<file path="config.mk">
export PLATFORM = sky130hd
export DESIGN_NAME = mem_port_arbiter
export DESIGN_NICKNAME = d
export VERILOG_FILES = /design/src/rtl/mem_port_arbiter.sv
export SDC_FILE = /design/constraint.sdc
export NUM_CORES = 1
export LEC_CHECK = 0
export BUFFER_PORTS_ARGS = -buffer_cell sky130_fd_sc_hd__clkbuf_2
export CORE_AREA = 2 2 108 110
export DETAILED_ROUTE_END_ITERATION = 7
export DIE_AREA = 0 0 110 112
export GPL_TIMING_DRIVEN = 0
export PLACE_DENSITY_LB_ADDON = 0.25
export SLEW_MARGIN = 25
export SYNTH_ARGS = -nofsm -noshare
export SYNTH_HDL_FRONTEND = slang
export SYNTH_SLANG_ARGS = --single-unit
</file>
<file path="constraint.sdc">
create_clock -name clk -period 2.4 [get_ports clk]
set_input_delay 0.12 -clock clk [delete_from_list [all_inputs] [get_ports clk]]
set_output_delay 0.12 -clock clk [all_outputs]
set_load 0.03 [all_outputs]
</file>
<file path="src/rtl/mem_port_arbiter.sv">
// Shares one memory port between the instruction-fetch and load/store units.
// One transaction at a time; the LSU has priority, bounded by a starvation counter.
module mem_port_arbiter #(
    parameter int                    DATA_WIDTH   = 32,
    parameter int                    ADDR_WIDTH   = 32,
    parameter logic [ADDR_WIDTH-1:0] MEM_BASE     = 32'h8000_0000,
    parameter int                    STARVE_LIMIT = 4
) (
    input  logic                      clk,
    input  logic                      arst_n,
    input  logic                      if_req_valid,
    output logic                      if_req_ready,
    input  logic [ADDR_WIDTH-1:0]     if_addr,
    output logic                      if_rsp_valid,
    output logic [DATA_WIDTH-1:0]     if_rsp_data,
    input  logic                      ls_req_valid,
    output logic                      ls_req_ready,
    input  logic                      ls_we,
    input  logic [DATA_WIDTH/8-1:0]   ls_mask,
    input  logic [ADDR_WIDTH-1:0]     ls_addr,
    input  logic [DATA_WIDTH-1:0]     ls_wdata,
    output logic                      ls_rsp_valid,
    output logic [DATA_WIDTH-1:0]     ls_rsp_data,
    output logic                      mem_req,
    input  logic                      mem_gnt,
    output logic                      mem_we,
    output logic [DATA_WIDTH/8-1:0]   mem_mask,
    output logic [ADDR_WIDTH-1:0]     mem_addr,
    output logic [DATA_WIDTH-1:0]     mem_wdata,
    input  logic                      mem_rvalid,
    input  logic [DATA_WIDTH-1:0]     mem_rdata
);

    localparam int            CNT_WIDTH = $clog2(STARVE_LIMIT + 1);
    localparam logic [CNT_WIDTH-1:0] LIMIT = CNT_WIDTH'(STARVE_LIMIT);

    typedef enum logic [1:0] {IDLE, REQ, WAIT, RESP} state_t;

    state_t                state_reg;
    state_t                state_next;
    logic [CNT_WIDTH-1:0]  starve_cnt_reg;
    logic                  owner_ls_reg;
    logic [DATA_WIDTH-1:0] rdata_reg;
    logic                  ls_win;
    logic                  capture;

    always_ff @(posedge clk or negedge arst_n) begin
        if (!arst_n) begin
            state_reg <= IDLE;
        end else begin
            state_reg <= state_next;
        end
    end

    always_comb begin
        state_next   = state_reg;
        if_req_ready = 1'b0;
        ls_req_ready = 1'b0;
        mem_req      = 1'b0;
        if_rsp_valid = 1'b0;
        ls_rsp_valid = 1'b0;
        capture      = 1'b0;
        // LSU keeps priority until it has starved a waiting IFU STARVE_LIMIT times
        ls_win       = ls_req_valid && ((starve_cnt_reg < LIMIT) || !if_req_valid);
        case (state_reg)
            IDLE: begin
                ls_req_ready = ls_win;
                if_req_ready = if_req_valid && !ls_win;
                if (ls_win || if_req_valid) begin
                    state_next = REQ;
                end
            end
            REQ: begin
                mem_req = 1'b1;
                if (mem_gnt) begin
                    capture    = mem_rvalid;
                    state_next = mem_rvalid ? RESP : WAIT;
                end
            end
            WAIT: begin
                if (mem_rvalid) begin
                    capture    = 1'b1;
                    state_next = RESP;
                end
            end
            RESP: begin
                if_rsp_valid = !owner_ls_reg;
                ls_rsp_valid = owner_ls_reg;
                state_next   = IDLE;
            end
            default: state_next = IDLE;
        endcase
    end

    always_ff @(posedge clk or negedge arst_n) begin
        if (!arst_n) begin
            starve_cnt_reg <= '0;
            owner_ls_reg   <= 1'b0;
            mem_we         <= 1'b0;
            mem_mask       <= '0;
            mem_addr       <= '0;
            mem_wdata      <= '0;
            rdata_reg      <= '0;
        end else begin
            if (ls_req_ready) begin
                owner_ls_reg <= 1'b1;
                mem_we       <= ls_we;
                mem_mask     <= ls_mask;
                mem_addr     <= ls_addr - MEM_BASE;
                mem_wdata    <= ls_wdata;
                if (if_req_valid && (starve_cnt_reg < LIMIT)) begin
                    starve_cnt_reg <= starve_cnt_reg + CNT_WIDTH'(1);
                end
            end else if (if_req_ready) begin
                owner_ls_reg   <= 1'b0;
                mem_we         <= 1'b0;
                mem_mask       <= '1;
                mem_addr       <= if_addr - MEM_BASE;
                mem_wdata      <= '0;
                starve_cnt_reg <= '0;
            end
            // Stores return zero data to the LSU
            if (capture) begin
                rdata_reg <= mem_we ? '0 : mem_rdata;
            end
        end
    end

    assign if_rsp_data = rdata_reg;
    assign ls_rsp_data = rdata_reg;

endmodule

</file>
==> results.toml, run 1 <==
[global_route]
grt_max_degree = 68
track_usage_pct = 23.09
vias_in_the_first_global_route = 4407
grt_overflow_total = 0
grt_first_pass_wirelength_um = 22160
antenna_found_initial = 0

[setup_path]
cpMaxStageDelayCell = "dlygate4sd3_1"
setup.worst_path.end_class = "flop"
crit_path_max_incr_delay_ns = 0.59
critical_path.cell_chain = "inv_1 -> ha_1 -> buf_4 -> nand3_4 -> inv_4 -> a221oi_1 -> dlygate4sd3_1"
crit_path_max_fanout = 9
path_buf_inv = 4
worstReg2RegStart = "state_reg[0]"
timing.setup.critical_path_class = "flop to flop"
critical_path.reg2reg.endpoint = "mem_addr[31]"
rrSetupSlack_ns = 0.32
reg2regPathDepth = 7
arrival_time_reported_for_the_critical_path_endpoint_ns = 2.36
critical_path.startpoint_type = "flop"
path_delay_family = "buffers and inverters"
worstPathRequired_ns = 2.68

[die]
design.die.area_mm2 = 0.01232
io_pins = 277
die_height_um = 112
cell_rows = 39
die-width_um = 110
initial_core_util_pct = 43.09
placeableCoreArea_mm2 = 0.01117

[layout]
fraction_of_final_layout_cells_with_drive_strength_greater_than_1_pct = 49.51
fin_cells = 864
final_nets = 860
fill_cells = 898
postLayoutCoreUtil_pct = 62.50
insertedDiodeCount = 0
flow.area_growth_from_synthesis_pct = 45.06

[min_path]
whs_path_depth = 3
min_to = "if_rsp_data[23]"
holdCritPathClass = "input pin to flop"
hold_start = "mem_rdata[23]"

[logic_synthesis]
yosys_most_used_dff = "dfrtp_1"
synth_most_common_cell = "dfrtp_1"
synth_enable_flop_cells = 0
yosys.cell_types.count = 36
cell_taking_the_most_area_after_synthesis = "dfrtp_1"
synth_cells = 403
post_synth_main_area_contributors = "dfrtp_1, a22o_1, o41ai_1"
average_cell_area_after_synthesis_um2 = 11.95
syn_area_mm2 = 0.004815
proportion_of_synthesized_chip_area_in_sequential_cells_pct = 55.61
synth_common_cells = "dfrtp_1, buf_4, a22o_1, inv_1, nand2b_1"
asyncSetResetFlopFracSynth_pct = 100.0
ys_seq_elements = 107
yosysTopAreaCellShare_pct = 55.61
postSynthNetCount = 547
yosys_warnings = 0

[place]
port_buffers = 276
finalWeightedCongestion = 0.8771
place_hpwl_um = 10620
pre_cts_ws_ns = 0.4961
numPlacedInstances = 823

[power_and_ir_drop]
p_leak_nw = 3.694
powerDensity_mw_per_mm2 = 1560
peakVddDrop_uv = 848.5

[clocking]
clk_transition_reported_paths_ns = 0.07
cts_resized = 0
cts_tree = "built"
clk-insertion-delay-late_ns = 0.34
clock-sinks = 107
cts_buffer_depth = 2
cts_htree_levels = 3
number_of_buffers_added_by_the_clock_tree_synthesis_step = 9
postCtsSetupRepairBufs = 0
cts_root_buf = "clkbuf_16"
count_of_hold_fix_buffers_inserted_at_cts = 25

[run]
drv.max_cap_violation_count = 0

[timing]
layout_worst_path_cycle_share_pct = 86.87
fin_skew_ns = 0.006058
slew_violations = 0
max_freq_ghz = 0.4796
rsz0062_at_grt = "false"
final_number_of_setup_violating_endpoints = 0
pin_slew_with_the_least_headroom_to_its_limit_ns = 0.4803
timing.hold.ws_ns = 0.008601
minimum_period_implied_by_the_final_worst_setup_slack_ns = 2.085
finalHoldViolations = 0
final.setup.worst_slack_ns = 0.3151
slew-limit-headroom_pct = 67.98

[detailed_routing]
viasPerCell = 5.203
routed_wl_um = 14170
initialDrtViolationCount = 201
drt_drc_violations_left = 0
routed-via-count = 4495
wire_per_inst_um = 16.40
final_antenna_net_count = 0
drtPass1Iterations = 4

[run_status]
run_status = "finished clean"
==> cell families (layout without fill, tap and decap cells) <==
group | count (synthesis) | after routing | share of synthesized area (%)
AO/OA/AOI/OAI | 141 | 141 | 24.79
flip-flops | 107 | 107 | 55.61
buffers and inverters | 100 | 418 | 11.43
AND/OR/NAND/NOR | 48 | 48 | 6.393
adder cells (fa/ha/maj) | 5 | 5 | 1.299
multiplexers | 2 | 2 | 0.4677
==> placed cells by master (no fill, tap or decap), types with 2 or more instances in the layout <==
cell type / count
nor2_1: 2
o41ai_1: 32
a22o_1: 35
o221a_1: 22
clkbuf_16: 9
buf_4: 37
o221a_2: 9
ha_1: 5
o21ai_0: 32
inv_1: 35
clkbuf_1: 15
o22a_1: 4
dlygate4sd3_1: 25
dfrtp_1: 107
nand3_1: 2
nand2b_1: 34
buf_2: 9
clkbuf_2: 275
inv_6: 3
bufinv_16: 2
buf_6: 3
nand2_1: 2
==> final cells by class <==
type	count	area (um^2)	share of cell area [%]
Buffer	64	412.9	5.912
Inverter	36	137.6	1.971
Timing Repair Buffer	302	1668	23.88
Clock inverter	6	93.84	1.344
Tap cell	143	178.9	2.562
Multi-Input combinational cell	196	1587	22.72
Clock buffer	10	229.0	3.278
Sequential cell	107	2678	38.34
==> worst reg2reg max path, cell delays in order, from the launching register on <==
cell and delay [ns]:
dfrtp_1 0.45, inv_1 0.10, ha_1 0.21, buf_4 0.18, nand3_4 0.13, inv_4 0.09
a221oi_1 0.28, dlygate4sd3_1 0.59
==> routing by layer <==
layer	routed length [um]	vias to the layer above	part of all wire, %	track usage [%]
met1	5650	2159	40	28.86
met4	265	0	1.9	8.439
met3	1147	20	8.1	4.450
met2	7110	237	50	39.30
met5	0	-	0	0
li1	-	2079	-	-
==> report_power, final <==
| group | leakage, nW | internal (mW) | switching, mW |
|---|---|---|---|
| Sequential | 1.30 | 2.66 | 0.559 |
| Clock | 0.154 | 0.927 | 0.672 |
| Combinational | 2.24 | 2.14 | 3.95 |
| Total | 3.69 | 5.72 | 5.18 |
==> worst max path at each step <==
stage,depth (start not counted),end,slack (ns),start
floorplan,6,state_reg[1],0.72,state_reg[0]
global placement,1,mem_addr[7],-0.22,arst_n
detailed placement,5,if_rsp_data[7],0.50,state_reg[0]
CTS,7,ls_req_ready,0.32,state_reg[0]
global route,7,mem_addr[31],0.14,state_reg[0]
finish,7,mem_addr[31],0.32,state_reg[0]
==> through the flow <==
step	total power, mW	area, um^2	setup TNS (ns)
floorplan	7.430	4815	0
global placement	9.131	6375	-22.54
detailed placement	9.290	6411	0
CTS	10.96	6984	0
global route	11.54	6984	0
finish	10.90	6984	0
Note: power is estimated with default switching activity, not from simulation.
==> inputs of run 2 (changes only) <==
- SETUP_SLACK_MARGIN: unset -> 0.4
==> results.toml, run 2 (synthesis gave the netlist of run 1 again) <==
[global_route]
grt_overflow_total = 0
groute.layer.met2.usage_pct = 39.51
grt_util_met1_pct = 28.73
antenna_found_initial = 0
track_usage_pct = 23.11
globalRouteMet3Util_pct = 4.450
global_route.peak_usage_layer = "met2"
vias_in_the_first_global_route = 4408
grt_max_degree = 68
grt_first_pass_wirelength_um = 22170

[run_status]
run_status = "finished clean"

[die]
cell_rows = 39
placeableCoreArea_mm2 = 0.01117
initial_core_util_pct = 43.09
design.die.area_mm2 = 0.01232
die-width_um = 110
die_height_um = 112
io_pins = 277

[clocking]
clk_transition_reported_paths_ns = 0.07
clock-sinks = 107
clk-insertion-delay-late_ns = 0.34
cts_tree = "built"
cts_buffer_depth = 2
number_of_buffers_added_by_the_clock_tree_synthesis_step = 9
cts_htree_levels = 3
cts_root_buf = "clkbuf_16"

[setup_path]
critical_path.cell_chain = "inv_1 -> ha_1 -> buf_6 -> nand3_4 -> inv_8 -> buf_6 -> clkbuf_4"
crit_start = "state_reg[0]"
critical_path.reg2reg.endpoint = "if_rsp_data[31]"
crit_path_max_fanout = 10
arrival_time_reported_for_the_critical_path_endpoint_ns = 1.78
worstReg2RegStart = "state_reg[0]"
path_buf_inv = 5
rrSetupSlack_ns = 0.55
worstPathRequired_ns = 2.28
critical_path.startpoint_type = "flop"
reg2regPathDepth = 6
timing.setup.critical_path_class = "flop to output port"
setup.worst_path.end_class = "output port"
timing.critical_path.depth = 7
timing.critical_path.to = "ls_req_ready"
cpMaxStageDelayCell = "dfrtp_2"
crit_path_max_incr_delay_ns = 0.45
path_delay_family = "buffers and inverters"
crit_path_frequent_cell = "buf_6"

[power_and_ir_drop]
powerDensity_mw_per_mm2 = 1557
peakVddDrop_uv = 848.1
internal_power_mw = 5.740
power.share.combinational_pct = 55.9
sequentialPowerShare_pct = 29.4
p_leak_nw = 3.713
total_switching_power_mw = 5.192
clock_power_share_pct = 14.6
netSwitchingFraction_pct = 47.50

[layout]
postLayoutCoreUtil_pct = 62.84
stdcell_area_mm2 = 0.007022
flow.area_growth_from_synthesis_pct = 45.84
fraction_of_final_layout_cells_with_drive_strength_greater_than_1_pct = 50.14
mostFrequentLayoutCell = "clkbuf_2"
layout_common_cells = "clkbuf_2, dfrtp_1, buf_4"
final_nets = 861
insertedDiodeCount = 0

[timing]
max_freq_ghz = 0.5270
slew-limit-headroom_pct = 68.26
final_number_of_setup_violating_endpoints = 0
minimum_period_implied_by_the_final_worst_setup_slack_ns = 1.897
fin_skew_ns = 0.005654
pin_slew_with_the_least_headroom_to_its_limit_ns = 0.4760
layout_worst_path_cycle_share_pct = 79.06
timing.hold.ws_ns = 0.007761
finalHoldViolations = 0
rsz0062_at_grt = "true"
slew_violations = 0
final.setup.worst_slack_ns = 0.5025

[place]
place_hpwl_um = 10620
finalWeightedCongestion = 0.8771
dpl-instance-area_mm2 = 0.006411
port_buffers = 276
pre_cts_ws_ns = 0.4961

[detailed_routing]
final_antenna_net_count = 0
viasPerCell = 5.118
routed-via-count = 4427
drt_drc_violations_left = 0
initialDrtViolationCount = 215
wire_per_inst_um = 16.36
routed_wl_um = 14150
drtPass1Iterations = 4

[run]
drv.max_cap_violation_count = 0

[min_path]
whs_path_depth = 3
holdCritPathClass = "input pin to flop"
run 2: changes by cell type in the layout (fill, tap and decap cells not counted):
| cell | before | now |
|---|---|---|
| clkbuf_1 | 15 | 13 |
| a21oi_2 | 1 | 0 |
| a21oi_4 | 0 | 1 |
| buf_6 | 3 | 4 |
| clkbuf_2 | 275 | 276 |
| clkbuf_4 | 0 | 1 |
| dfrtp_1 | 107 | 106 |
| dfrtp_2 | 0 | 1 |
| inv_4 | 1 | 0 |
| inv_8 | 0 | 1 |
| o41ai_1 | 32 | 31 |
| o41ai_2 | 0 | 1 |
run 2: timing repair:
item,CTS,global route
endpoints found under the setup margin,1,22
hold endpoints to repair,63,0
gates resized for setup,4,7
pin swaps,1,0
hold buffers,25,0
setup buffers,1,0
run 2: area by class of cell:
cell class / instances / area (um^2)
inverters: 36 / 142.6
fillers: 900 / 4153
flip-flops and latches: 107 / 2679
clock buffers: 10 / 229.0
well taps: 143 / 178.9
plain buffers: 64 / 419.2
clock inverters: 6 / 93.84
repair buffers: 303 / 1678
multi-input cells: 196 / 1602
run 2: metrics by stage:
| stage | TNS (ns) | std cells | power, mW |
|---|---|---|---|
| floorplan | 0 | 403 | 7.430 |
| global placement | -22.54 | 822 | 9.131 |
| detailed placement | 0 | 823 | 9.290 |
| CTS | 0 | 865 | 10.96 |
| global route | 0 | 865 | 11.58 |
| finish | 0 | 865 | 10.93 |
run 2: worst min-delay path by stage:
stage                             start               to  slack (ns)
after floorplan                  arst_n   if_rsp_data[0]       -0.18
after global placement      if_addr[31]     mem_addr[31]        0.31
after detailed placement         arst_n     mem_wdata[4]        0.07
after CTS                  ls_wdata[26]    mem_wdata[26]      0.0001
after global routing        ls_wdata[7]     mem_wdata[7]       0.003
final                     mem_rdata[23]  if_rsp_data[23]       0.008
run 2: worst reg2reg max path: cells and delay by family (launching register included):
kind / cells / cell delay [ns]
flip-flops: 1 / 0.42
AND/OR/NAND/NOR: 1 / 0.28
buffers and inverters: 2 / 0.47
adder cells (fa/ha/maj): 1 / 0.31
AO/OA/AOI/OAI: 2 / 0.26
run 2: metal layers:
metal	vias to the layer above	part of all wire, %
met5	-	0
met4	0	1.9
met3	20	7.4
met2	210	50
met1	2117	41
li1	2080	-
run 2: power groups by stage:
| stage | registers (mW) | clock network [mW] | logic, mW |
|---|---|---|---|
| after CTS | 3.21 | 1.63 | 6.12 |
| after floorplan | 4.70 | 0 | 2.73 |
| after global placement | 3.20 | 0 | 5.93 |
| final | 3.22 | 1.60 | 6.11 |
| after detailed placement | 3.22 | 0 | 6.07 |
| after global routing | 3.32 | 1.70 | 6.56 |
